$ cat config.mk
export PLATFORM = sky130hd
export DESIGN_NAME = countdown_timer_flat
export DESIGN_NICKNAME = d
export VERILOG_FILES = /design/src/rtl/countdown_timer_if.sv /design/src/rtl/countdown_timer.sv /design/src/flat_wrapper.sv
export SDC_FILE = /design/constraint.sdc
export NUM_CORES = 1
export LEC_CHECK = 0
export CAP_MARGIN = 20
export CORE_UTILIZATION = 35
export CTS_CLUSTER_DIAMETER = 50
export DETAILED_ROUTE_END_ITERATION = 16
export HOLD_SLACK_MARGIN = 0.05
export PLACE_DENSITY = 0.62
export SLEW_MARGIN = 20
export SYNTH_ARGS = -nofsm -noshare
export SYNTH_HDL_FRONTEND = slang
export SYNTH_SLANG_ARGS = --single-unit
$ cat constraint.sdc
create_clock -name ClockIn -period 3.2 [get_ports ClockIn]
set_input_delay 0.48 -clock ClockIn [delete_from_list [all_inputs] [get_ports ClockIn]]
set_output_delay 0.48 -clock ClockIn [all_outputs]
set_load 0.02 [all_outputs]
$ cat src/rtl/countdown_timer_if.sv
// Control and display bundle for the two-digit BCD countdown timer.
// The master side drives Start/Pause/Load*, the slave side (timer) drives digits and status.
interface countdown_timer_if;
  logic       Start;
  logic       Pause;
  logic [3:0] LoadTens;
  logic [3:0] LoadOnes;
  logic [3:0] OnesValue;
  logic [3:0] TensValue;
  logic       Running;
  logic       Expired;
  logic       TimeUp;

  modport master (
    output Start, Pause, LoadTens, LoadOnes,
    input  OnesValue, TensValue, Running, Expired, TimeUp
  );

  modport slave (
    input  Start, Pause, LoadTens, LoadOnes,
    output OnesValue, TensValue, Running, Expired, TimeUp
  );
endinterface

$ cat src/rtl/countdown_timer.sv
// Game countdown timer: loads a two-digit BCD time and counts it down once per
// CLOCK_FREQUENCY cycles, flagging expiry (Expired level, TimeUp pulse) at 00.
module countdown_timer #(
  parameter int unsigned CLOCK_FREQUENCY = 50000000,
  parameter int unsigned DIV_WIDTH       = (CLOCK_FREQUENCY > 1) ? $clog2(CLOCK_FREQUENCY) : 1
) (
  input  logic               ClockIn,
  input  logic               Reset,
  countdown_timer_if.slave   bus
);

  localparam logic [DIV_WIDTH-1:0] DIV_RELOAD = DIV_WIDTH'(CLOCK_FREQUENCY - 1);

  typedef enum logic [1:0] {
    IDLE,
    RUN,
    PAUSED,
    DONE
  } state_t;

  state_t               state_q, state_d;
  logic [3:0]           ones_q, ones_d;
  logic [3:0]           tens_q, tens_d;
  logic [DIV_WIDTH-1:0] div_q, div_d;
  logic                 running_q, running_d;
  logic                 expired_q, expired_d;
  logic                 timeup_q, timeup_d;

  function automatic logic [3:0] clamp_bcd(input logic [3:0] d);
    return (d > 4'd9) ? 4'd9 : d;
  endfunction

  always_comb begin
    state_d   = state_q;
    ones_d    = ones_q;
    tens_d    = tens_q;
    div_d     = div_q;
    timeup_d  = 1'b0;

    if (bus.Start) begin
      ones_d = clamp_bcd(bus.LoadOnes);
      tens_d = clamp_bcd(bus.LoadTens);
      div_d  = DIV_RELOAD;
      if (ones_d == 4'd0 && tens_d == 4'd0) begin
        state_d  = DONE;
        timeup_d = 1'b1;
      end else begin
        state_d = bus.Pause ? PAUSED : RUN;
      end
    end else begin
      unique case (state_q)
        // The edge that leaves PAUSED already counts as a run cycle, so a pause
        // neither adds nor drops divider cycles.
        RUN, PAUSED: begin
          if (bus.Pause) begin
            state_d = PAUSED;
          end else begin
            state_d = RUN;
            if (div_q != '0) begin
              div_d = div_q - 1'b1;
            end else begin
              div_d = DIV_RELOAD;
              if (ones_q != 4'd0) begin
                ones_d = ones_q - 4'd1;
              end else if (tens_q != 4'd0) begin
                ones_d = 4'd9;
                tens_d = tens_q - 4'd1;
              end
              if (ones_d == 4'd0 && tens_d == 4'd0) begin
                state_d  = DONE;
                timeup_d = 1'b1;
              end
            end
          end
        end
        IDLE, DONE: ;
        default: state_d = IDLE;
      endcase
    end

    running_d = (state_d == RUN);
    expired_d = (state_d == DONE);
  end

  always_ff @(posedge ClockIn or posedge Reset) begin
    if (Reset) begin
      state_q   <= IDLE;
      ones_q    <= '0;
      tens_q    <= '0;
      div_q     <= DIV_RELOAD;
      running_q <= 1'b0;
      expired_q <= 1'b0;
      timeup_q  <= 1'b0;
    end else begin
      state_q   <= state_d;
      ones_q    <= ones_d;
      tens_q    <= tens_d;
      div_q     <= div_d;
      running_q <= running_d;
      expired_q <= expired_d;
      timeup_q  <= timeup_d;
    end
  end

  assign bus.OnesValue = ones_q;
  assign bus.TensValue = tens_q;
  assign bus.Running   = running_q;
  assign bus.Expired   = expired_q;
  assign bus.TimeUp    = timeup_q;

endmodule

$ cat src/flat_wrapper.sv
// flat-port wrapper written by rule: the top's interface ports become plain ports
module countdown_timer_flat 
#(
  parameter int unsigned CLOCK_FREQUENCY = 50000000,
  parameter int unsigned DIV_WIDTH       = (CLOCK_FREQUENCY > 1) ? $clog2(CLOCK_FREQUENCY) : 1
)
  (ClockIn, Reset, bus_Start, bus_Pause, bus_LoadTens, bus_LoadOnes, bus_OnesValue, bus_TensValue, bus_Running, bus_Expired, bus_TimeUp);
  countdown_timer_if bus_i ();
  input  logic ClockIn;
  input  logic Reset;
  input wire logic [$bits(bus_i.Start)-1:0] bus_Start;
  input wire logic [$bits(bus_i.Pause)-1:0] bus_Pause;
  input wire logic [$bits(bus_i.LoadTens)-1:0] bus_LoadTens;
  input wire logic [$bits(bus_i.LoadOnes)-1:0] bus_LoadOnes;
  output wire logic [$bits(bus_i.OnesValue)-1:0] bus_OnesValue;
  output wire logic [$bits(bus_i.TensValue)-1:0] bus_TensValue;
  output wire logic [$bits(bus_i.Running)-1:0] bus_Running;
  output wire logic [$bits(bus_i.Expired)-1:0] bus_Expired;
  output wire logic [$bits(bus_i.TimeUp)-1:0] bus_TimeUp;
  assign bus_i.Start = bus_Start;
  assign bus_i.Pause = bus_Pause;
  assign bus_i.LoadTens = bus_LoadTens;
  assign bus_i.LoadOnes = bus_LoadOnes;
  assign bus_OnesValue = bus_i.OnesValue;
  assign bus_TensValue = bus_i.TensValue;
  assign bus_Running = bus_i.Running;
  assign bus_Expired = bus_i.Expired;
  assign bus_TimeUp = bus_i.TimeUp;
  countdown_timer #(.CLOCK_FREQUENCY(CLOCK_FREQUENCY), .DIV_WIDTH(DIV_WIDTH)) u_core (.ClockIn(ClockIn), .Reset(Reset), .bus(bus_i));
endmodule
==> results of run 1 <==
## per-stage QoR
step / utilization (%) / setup WS [ns] / cells
6_report: 43.80 / 0.6169 / 369
5_1_grt: 43.80 / 0.3988 / 369
4_1_cts: 43.80 / 0.6163 / 369
2_1_floorplan: - / 0.8099 / 263
3_5_place_dp: 41.96 / 0.5456 / 361
3_3_place_gp: 41.96 / 0.5916 / 361
## worst max-delay path: cells and delay by family (launching register included)
| kind | cells | cell delay, ns |
|---|---|---|
| AOI/OAI and AO/OA | 3 | 0.84 |
| and+or+nand+nor | 2 | 0.60 |
| DFF | 1 | 0.46 |
| buffers and inverters | 2 | 0.30 |
| adders and majority gates | 1 | 0.25 |
## cells in the mapped netlist, types with 3 or more instances
master / n / area [um^2]
nor2_1: 22 / 82.58
dfrtp_1: 21 / 525.5
nand2_1: 21 / 78.83
dfstp_2: 18 / 473.0
o21ai_0: 17 / 85.08
nor4_1: 14 / 87.58
inv_1: 13 / 48.80
xnor2_1: 13 / 113.9
or3_1: 11 / 68.82
a21oi_1: 10 / 50.05
nor3_1: 10 / 50.05
nand3_1: 9 / 45.04
nand4_1: 7 / 43.79
clkbuf_1: 6 / 22.52
a211oi_1: 5 / 37.54
nor2b_1: 5 / 31.28
o31ai_1: 5 / 37.54
a31oi_1: 3 / 18.77
ha_1: 3 / 37.54
mux2i_1: 3 / 30.03
nand3b_1: 3 / 22.52
nor4b_1: 3 / 26.28
or2_2: 3 / 18.77
or4_1: 3 / 22.52
## per-layer routing
layer / global-route usage, % / wire, um / vias to the layer above
met1: 23.29 / 2693 / 1023
met2: 27.27 / 2566 / 55
met4: 6.897 / 128 / 0
li1: - / - / 1033
met3: 3.638 / 279 / 13
met5: 0 / 0 / -
## power breakdown
group	total, mW	switching (mW)	internal (mW)
clock network	0.437	0.184	0.253
logic	0.188	0.106	0.0811
registers	0.539	0.0253	0.514
## cell families (layout without fill, tap and decap cells)
kind of cell,after synthesis,after routing,synth area share (%)
AO/OA/AOI/OAI,56,56,15.82
XOR/XNOR,15,15,5.556
adder cells (fa/ha/maj),4,4,2.011
buffers and inverters,22,51,4.021
flip-flops,39,39,42.22
multiplexers,3,3,1.270
AND/OR/NAND/NOR,124,124,29.10
## registers in the layout, summed over array words and instances (netlist names)
| name | count |
|---|---|
| u_core.bus.Expired | 1 |
| u_core.bus.OnesValue | 4 |
| u_core.bus.Running | 1 |
| u_core.bus.TensValue | 4 |
| u_core.bus.TimeUp | 1 |
| u_core.div_q | 26 |
| u_core.state_q | 2 |
## final cells by class
class,instances,area share (%)
inverter,13,1.735
sequential,39,35.50
clock inverter,2,1.246
timing repair buffer,30,9.964
tap,77,3.425
clock buffer,6,2.936
multi-input combinational,202,45.20
## worst max-delay path by stage
stage                                       start                      end  slack [ns]
after floorplan           u_core.bus.OnesValue[0]        u_core.state_q[1]        0.81
after global placement                  bus_Pause  u_core.bus.TensValue[3]        0.59
after detailed placement                bus_Pause  u_core.bus.TensValue[3]        0.55
after CTS                 u_core.bus.OnesValue[0]        u_core.state_q[1]        0.62
after global routing      u_core.bus.OnesValue[0]        u_core.state_q[1]        0.40
final                     u_core.bus.OnesValue[0]        u_core.state_q[1]        0.62
## placed cells by master, fill, tap and decap left out, types with 3 or more instances in the layout
cell,n
nor4b_1,3
nand3_1,9
or3_1,11
dfrtp_1,21
nand4_1,7
nor3_1,10
clkdlybuf4s50_1,22
xnor2_1,13
nor4_1,14
or4_1,3
buf_4,8
nand3b_1,3
ha_1,3
a31oi_1,3
a211oi_1,5
nor2_1,22
or2_2,3
dfstp_2,18
o21ai_0,17
clkbuf_8,6
mux2i_1,3
nand2_1,21
o31ai_1,5
inv_1,13
nor2b_1,5
a21oi_1,10
==> qor.json, run 1 <==
{
  "synthesis": {
    "count_of_flip_flops_with_a_built_in_enable_after_synthesis": 0,
    "synth.ff_latch_count": 39,
    "synth-async-reset-ratio_pct": 100.0,
    "synth.net_count": 278,
    "synthCells": 263,
    "syn_area_per_cell_um2": 8.992,
    "yosys_most_used_dff": "dfrtp_1",
    "netlist_area_um2": 2365,
    "synth_seq_area_share_pct": 42.22,
    "ys.warnings.count": 0,
    "post_synth_num_cell_types": 52
  },
  "layout": {
    "final-seq-area_um2": 998.5,
    "final_layout_net_count": 306,
    "final_layout_size_suffix_gt1_share_pct": 14.73,
    "antenna_cells": 0,
    "post-route-cell-area_um2": 2813,
    "multi_input_gate_area_in_the_final_layout_um2": 1271,
    "area.growth.synth_to_final_pct": 18.94,
    "layout.filler_cells": 636
  },
  "worst_setup_path": {
    "cp_slowest_stage_delay_ns": 0.51,
    "start_kind": "flop",
    "reg2reg_depth": 8,
    "worstSetupEndpointType": "flop",
    "critical_path.cell_chain": "inv_1 > ha_1 > or3b_2 > a211oi_1 > nor4_1 > buf_4 > a2111oi_0 > a211oi_1",
    "arrival_ns": 2.75,
    "cp_max_fo": 6,
    "regToRegStartpoint": "u_core.bus.OnesValue[0]",
    "critical_path.reg2reg.endpoint": "u_core.state_q[1]",
    "regToRegSetupSlack_ns": 0.62,
    "required_ns": 3.37,
    "worstSetupPathType": "flop to flop",
    "cp_slowest_cell": "or3b_2",
    "crit_top_cell": "a211oi_1"
  },
  "worst_hold_path": {
    "hold_path_depth": 2,
    "hold_class": "flop to flop",
    "min_delay_worst_endpoint": "u_core.div_q[25]",
    "worstHoldStart": "u_core.div_q[25]"
  },
  "timing": {
    "rsz_0062_raised_after_global_routing": "false",
    "final_hold_viol_count": 0,
    "maxClockFrequency_mhz": 387.1,
    "whs_ns": 0.5188,
    "finalSetupViolations": 0,
    "setup_tns_ns": 0,
    "timing_worst_slew_pin_value_ns": 0.7121,
    "timing.clock.skew_ns": 0.009101,
    "timing.slew.headroom_pct": 52.09,
    "final_period_minus_worst_setup_slack_ns": 2.583,
    "final_max_slew_viol_count": 0,
    "fin_crit_sh_pct": 80.72
  },
  "floorplanning": {
    "io-pin-count": 23,
    "core_region_area_um2": 6422,
    "dieArea_um2": 7089,
    "floorplan.die.width_um": 84.20,
    "row_count": 29,
    "floorplan.initialDensity_pct": 36.82,
    "floorplan.die.height_um": 84.20
  },
  "clock_tree": {
    "cts-buffers-inserted": 5,
    "postCtsSetupBuffers": 0,
    "cts_hold_buf": 0,
    "clock_sink_count": 39,
    "ctsLongestPathBuffers": 2,
    "clock_tree.htree_level_count": 2,
    "tritoncts": "built",
    "cts-root-buf": "clkbuf_8",
    "clk_latency_ns": 0.30,
    "cts.reportedPaths.clkPinSlew_ns": 0.08,
    "post_cts.resized_instances": 0
  },
  "drt": {
    "via_per_inst": 5.756,
    "detail-route-antenna-nets": 0,
    "drtIter0Drc": 121,
    "routed_vias": 2124,
    "drc": 0,
    "detail_route.wl_per_cell_um": 15.36,
    "postRouteWirelength_mm": 5.668,
    "detail_route.first_pass.iterations": 6
  },
  "job": {
    "cap_violations": 0
  },
  "power": {
    "fin_total_pwr_mw": 1.164,
    "power.leakage_nw": 0.9906,
    "maximum_vdd_drop_mv": 0.2959,
    "pwr_cell_area_nw_per_um2": 413.8
  },
  "global_route": {
    "groute.usage.overall_pct": 17.29,
    "grt_overflow_total": 0,
    "pin_count_of_the_biggest_net_entering_global_routing": 40,
    "grt_pass1_wl_mm": 9.832,
    "number_of_antenna_violations_at_the_first_check_in_global_routing": 0,
    "first_global_vias": 2091
  },
  "placed_design": {
    "dpl.hpwl_mm": 4.020,
    "detailed_place.area_um2": 2695,
    "gp_congestion": 0.8171,
    "port-buffer-count": 22
  },
  "outcome": {
    "result_of_the_run": "finished, final reports clean"
  }
}
No activity file was read; power rests on OpenSTA's default activity.
==> run 2, diff against run 1 <==
--- a/config.mk
+++ b/config.mk
@@ -10,7 +10,7 @@
 export CTS_CLUSTER_DIAMETER = 50
 export DETAILED_ROUTE_END_ITERATION = 16
 export HOLD_SLACK_MARGIN = 0.05
-export PLACE_DENSITY = 0.62
+export PLACE_DENSITY = 0.64
 export SLEW_MARGIN = 20
 export SYNTH_ARGS = -nofsm -noshare
 export SYNTH_HDL_FRONTEND = slang
==> constraint.sdc (replaced) <==
create_clock -name ClockIn -period 2.1 [get_ports ClockIn]
set_input_delay 0.315 -clock ClockIn [delete_from_list [all_inputs] [get_ports ClockIn]]
set_output_delay 0.315 -clock ClockIn [all_outputs]
set_load 0.02 [all_outputs]
==> qor.json, run 2 (synthesized netlist as in run 1, its figures left out) <==
{
  "outcome": {
    "result_of_the_run": "complete, but fails checks",
    "failing_checks": "negative setup slack"
  },
  "global_route": {
    "groute.usage.overall": {"value": 19.22, "unit": "%", "change": "+1.9 points"},
    "grt_overflow_total": {"value": 0, "change": "unchanged"},
    "grt_pass1_wl": {"value": 10.94, "unit": "mm", "change": "+11%"},
    "first_global_vias": {"value": 2282, "change": "+9.1%"},
    "pin_count_of_the_biggest_net_entering_global_routing": {"value": 40, "change": "unchanged"},
    "number_of_antenna_violations_at_the_first_check_in_global_routing": {"value": 0, "change": "unchanged"}
  },
  "placed_design": {
    "dpl.hpwl": {"value": 4.524, "unit": "mm", "change": "+13%"},
    "detailed_place.area": {"value": 3082, "unit": "um^2", "change": "+14%"},
    "gp_congestion": {"value": 0.8971, "change": "+9.8%"},
    "port-buffer-count": {"value": 22, "change": "unchanged"}
  },
  "power": {
    "power.share.sequential": {"value": 44.7, "unit": "%", "change": "-1.6 points"},
    "power.combinational.fraction": {"value": 25.2, "unit": "%", "change": "+9.1 points"},
    "pwr_cell_area": {"value": 515.6, "unit": "nW/um^2", "change": "+25%"},
    "netSwitchingFraction": {"value": 29.96, "unit": "%", "change": "+2.8 points"},
    "power.leakage": {"value": 1.304, "unit": "nW", "change": "+32%"},
    "p_int": {"value": 1.255, "unit": "mW", "change": "+48%"},
    "power_switching": {"value": 537.0, "unit": "uW", "change": "+70%"},
    "maximum_vdd_drop": {"value": 0.3188, "unit": "mV", "change": "+7.7%"},
    "share_clk_of_total_power": {"value": 30.1, "unit": "%", "change": "-7.4 points"},
    "fin_total_pwr": {"value": 1.792, "unit": "mW", "change": "+54%"}
  },
  "timing": {
    "maxClockFrequency": {"value": 442.7, "unit": "MHz", "change": "+14%"},
    "fin_crit_sh": {"value": 107.6, "unit": "%", "change": "+27 points"},
    "final_max_slew_viol_count": {"value": 0, "change": "unchanged"},
    "timing.slew.headroom": {"value": 64.33, "unit": "%", "change": "+12 points"},
    "rsz_0062_raised_after_global_routing": "true",
    "timing_worst_slew_pin_value": {"value": 0.5310, "unit": "ns", "change": "-0.1811 ns"},
    "final_hold_viol_count": {"value": 0, "change": "unchanged"},
    "setup_tns": {"value": -0.6233, "unit": "ns", "change": "-0.6233 ns"},
    "finalSetupViolations": {"value": 6, "change": "+6"},
    "finalWorstSetupSlack": {"value": -0.1589, "unit": "ns", "change": "-0.7758 ns"},
    "final_period_minus_worst_setup_slack": {"value": 2.259, "unit": "ns", "change": "-0.3242 ns"},
    "timing.clock.skew": {"value": 0.004820, "unit": "ns", "change": "-0.004281 ns"}
  },
  "clock_tree": {
    "cts-buffers-inserted": {"value": 5, "change": "unchanged"},
    "cts.reportedPaths.clkPinSlew": {"value": 0.08, "unit": "ns", "change": "about the same"},
    "clk_latency": {"value": 0.30, "unit": "ns", "change": "about the same"},
    "ctsLongestPathBuffers": {"value": 2, "change": "unchanged"},
    "tritoncts": "built",
    "clock_sink_count": {"value": 39, "change": "unchanged"},
    "clock_tree.htree_level_count": {"value": 2, "change": "unchanged"},
    "cts-root-buf": "clkbuf_8"
  },
  "drt": {
    "routed_vias": {"value": 2379, "change": "+12%"},
    "detail_route.wl_per_cell": {"value": 15.80, "unit": "um", "change": "+2.8%"},
    "detail_route.first_pass.iterations": {"value": 4, "change": "-2"},
    "drtIter0Drc": {"value": 199, "change": "+64%"},
    "detail-route-antenna-nets": {"value": 0, "change": "unchanged"},
    "postRouteWirelength": {"value": 6.666, "unit": "mm", "change": "+18%"},
    "via_per_inst": {"value": 5.637, "change": "-2.1%"},
    "drc": {"value": 0, "change": "unchanged"}
  },
  "worst_setup_path": {
    "reg2reg_depth": {"value": 8, "change": "unchanged"},
    "start_kind": "flop",
    "worstSetupPathType": "flop to flop",
    "regToRegSetupSlack": {"value": -0.16, "unit": "ns", "change": "-0.78 ns"},
    "regToRegStartpoint": "u_core.bus.TensValue[1]",
    "arrival": {"value": 2.46, "unit": "ns", "change": "-0.29 ns"},
    "worstSetupEndpointType": "flop",
    "cp_slowest_cell": "dfrtp_2",
    "required": {"value": 2.31, "unit": "ns", "change": "-1.06 ns"},
    "cp_slowest_stage_delay": {"value": 0.41, "unit": "ns", "change": "-0.10 ns"},
    "critical_path.reg2reg.endpoint": "u_core.bus.Expired",
    "crit_path_start": "u_core.bus.TensValue[1]",
    "cp_max_fo": {"value": 5, "change": "-1"},
    "critical_path.cell_chain": "inv_2 > ha_4 > or3b_4 > or3_4 > o41ai_4 > buf_6 > a41oi_2 > o31ai_1"
  },
  "layout": {
    "antenna_cells": {"value": 0, "change": "unchanged"},
    "layout.cells.most_common": "buf_4",
    "largest_register_ffs": {"value": 26, "change": "unchanged"},
    "post-route-cell-area": {"value": 3476, "unit": "um^2", "change": "+24%"},
    "layout_common_cells": "buf_4, nor2_1, clkdlybuf4s50_1",
    "final_layout_net_count": {"value": 359, "change": "+17%"},
    "area.growth.synth_to_final_pct": 46.98,
    "final_layout_size_suffix_gt1_share": {"value": 38.55, "unit": "%", "change": "+24 points"},
    "registers.top_by_ff_count": "u_core.div_q"
  },
  "floorplanning": {
    "floorplan.initialDensity": {"value": 36.82, "unit": "%", "change": "unchanged"},
    "floorplan.die.height": {"value": 84.20, "unit": "um", "change": "unchanged"},
    "floorplan.die.width": {"value": 84.20, "unit": "um", "change": "unchanged"},
    "dieArea": {"value": 7089, "unit": "um^2", "change": "unchanged"},
    "io-pin-count": {"value": 23, "change": "unchanged"},
    "core_region_area": {"value": 6422, "unit": "um^2", "change": "unchanged"},
    "row_count": {"value": 29, "change": "unchanged"}
  },
  "job": {
    "cap_violations": {"value": 0, "change": "unchanged"}
  },
  "worst_hold_path": {
    "hold_class": "input pin to async pin"
  }
}
## run 2: changes by cell type in the layout (fill, tap and decap cells not counted), sizes merged
cell	previous run	this run
buf	8	61
bufinv	1	0
clkbuf	6	7
## run 2: worst max path at each step
stage / endpoint / slack (ns) / cells after the start
after floorplan: u_core.state_q[1] / -0.13 / 7
after global placement: u_core.bus.TensValue[3] / -0.15 / 5
after detailed placement: u_core.bus.TensValue[3] / -0.21 / 5
after CTS: u_core.bus.TimeUp / -0.13 / 8
after global routing: u_core.bus.Expired / -0.18 / 8
final: u_core.bus.Expired / -0.16 / 8
## run 2: worst max-delay path, delay by kind of cell (launching register included)
| kind | cells | cell delay, ns |
|---|---|---|
| compound gates | 3 | 0.59 |
| fa+ha+maj | 1 | 0.13 |
| buf+inv | 2 | 0.25 |
| flops | 1 | 0.41 |
| simple gates | 2 | 0.78 |
## run 2: layer usage
| layer | part of all wire [%] | wire, um | GRT usage, % |
|---|---|---|---|
| met1 | 45 | 2969 | 25.94 |
| met2 | 49 | 3235 | 30.55 |
| met3 | 4.8 | 323 | 3.441 |
| met4 | 2.1 | 138 | 7.994 |
| met5 | 0 | 0 | 0 |
## run 2: cell type report
| class | instances | area (um^2) |
|---|---|---|
| clock buffers | 7 | 86.33 |
| multi-input cells | 202 | 1538 |
| inverters | 13 | 48.80 |
| clock inverters | 1 | 5.005 |
| flip-flops and latches | 39 | 1001 |
| fillers | 536 | 2947 |
| well taps | 77 | 96.34 |
| repair buffers | 83 | 700.7 |
## run 2: timing repair
| action | 4_1_cts | 5_1_grt |
|---|---|---|
| pin swaps | 6 | 20 |
| buffers inserted | 3 | 4 |
| endpoints found under the setup margin | 17 | 23 |
| endpoints found under the hold margin | 0 | 0 |
| hold buffers | 0 | 0 |
| resized for setup | 19 | 38 |
## run 2: metrics by stage
stage                     setup slack [ns]  util, %  instances  hold slack [ns]
final                              -0.1589    54.12        422           0.4471
after floorplan                    -0.1309        -        263           0.3998
after CTS                          -0.1319    51.10        419           0.4684
after global placement             -0.1477    47.98        408           0.5070
after detailed placement           -0.2118    47.98        408           0.5097
after global routing               -0.1766    54.12        422           0.5052
## run 2: power by group through the flow
stage	Clock (mW)	Sequential [mW]	Combinational, mW
6_report	0.539	0.801	0.452
5_1_grt	0.577	0.803	0.491
4_1_cts	0.548	0.799	0.393
3_5_place_dp	0	0.812	0.377
3_3_place_gp	0	0.812	0.372
2_1_floorplan	0	0.847	0.166
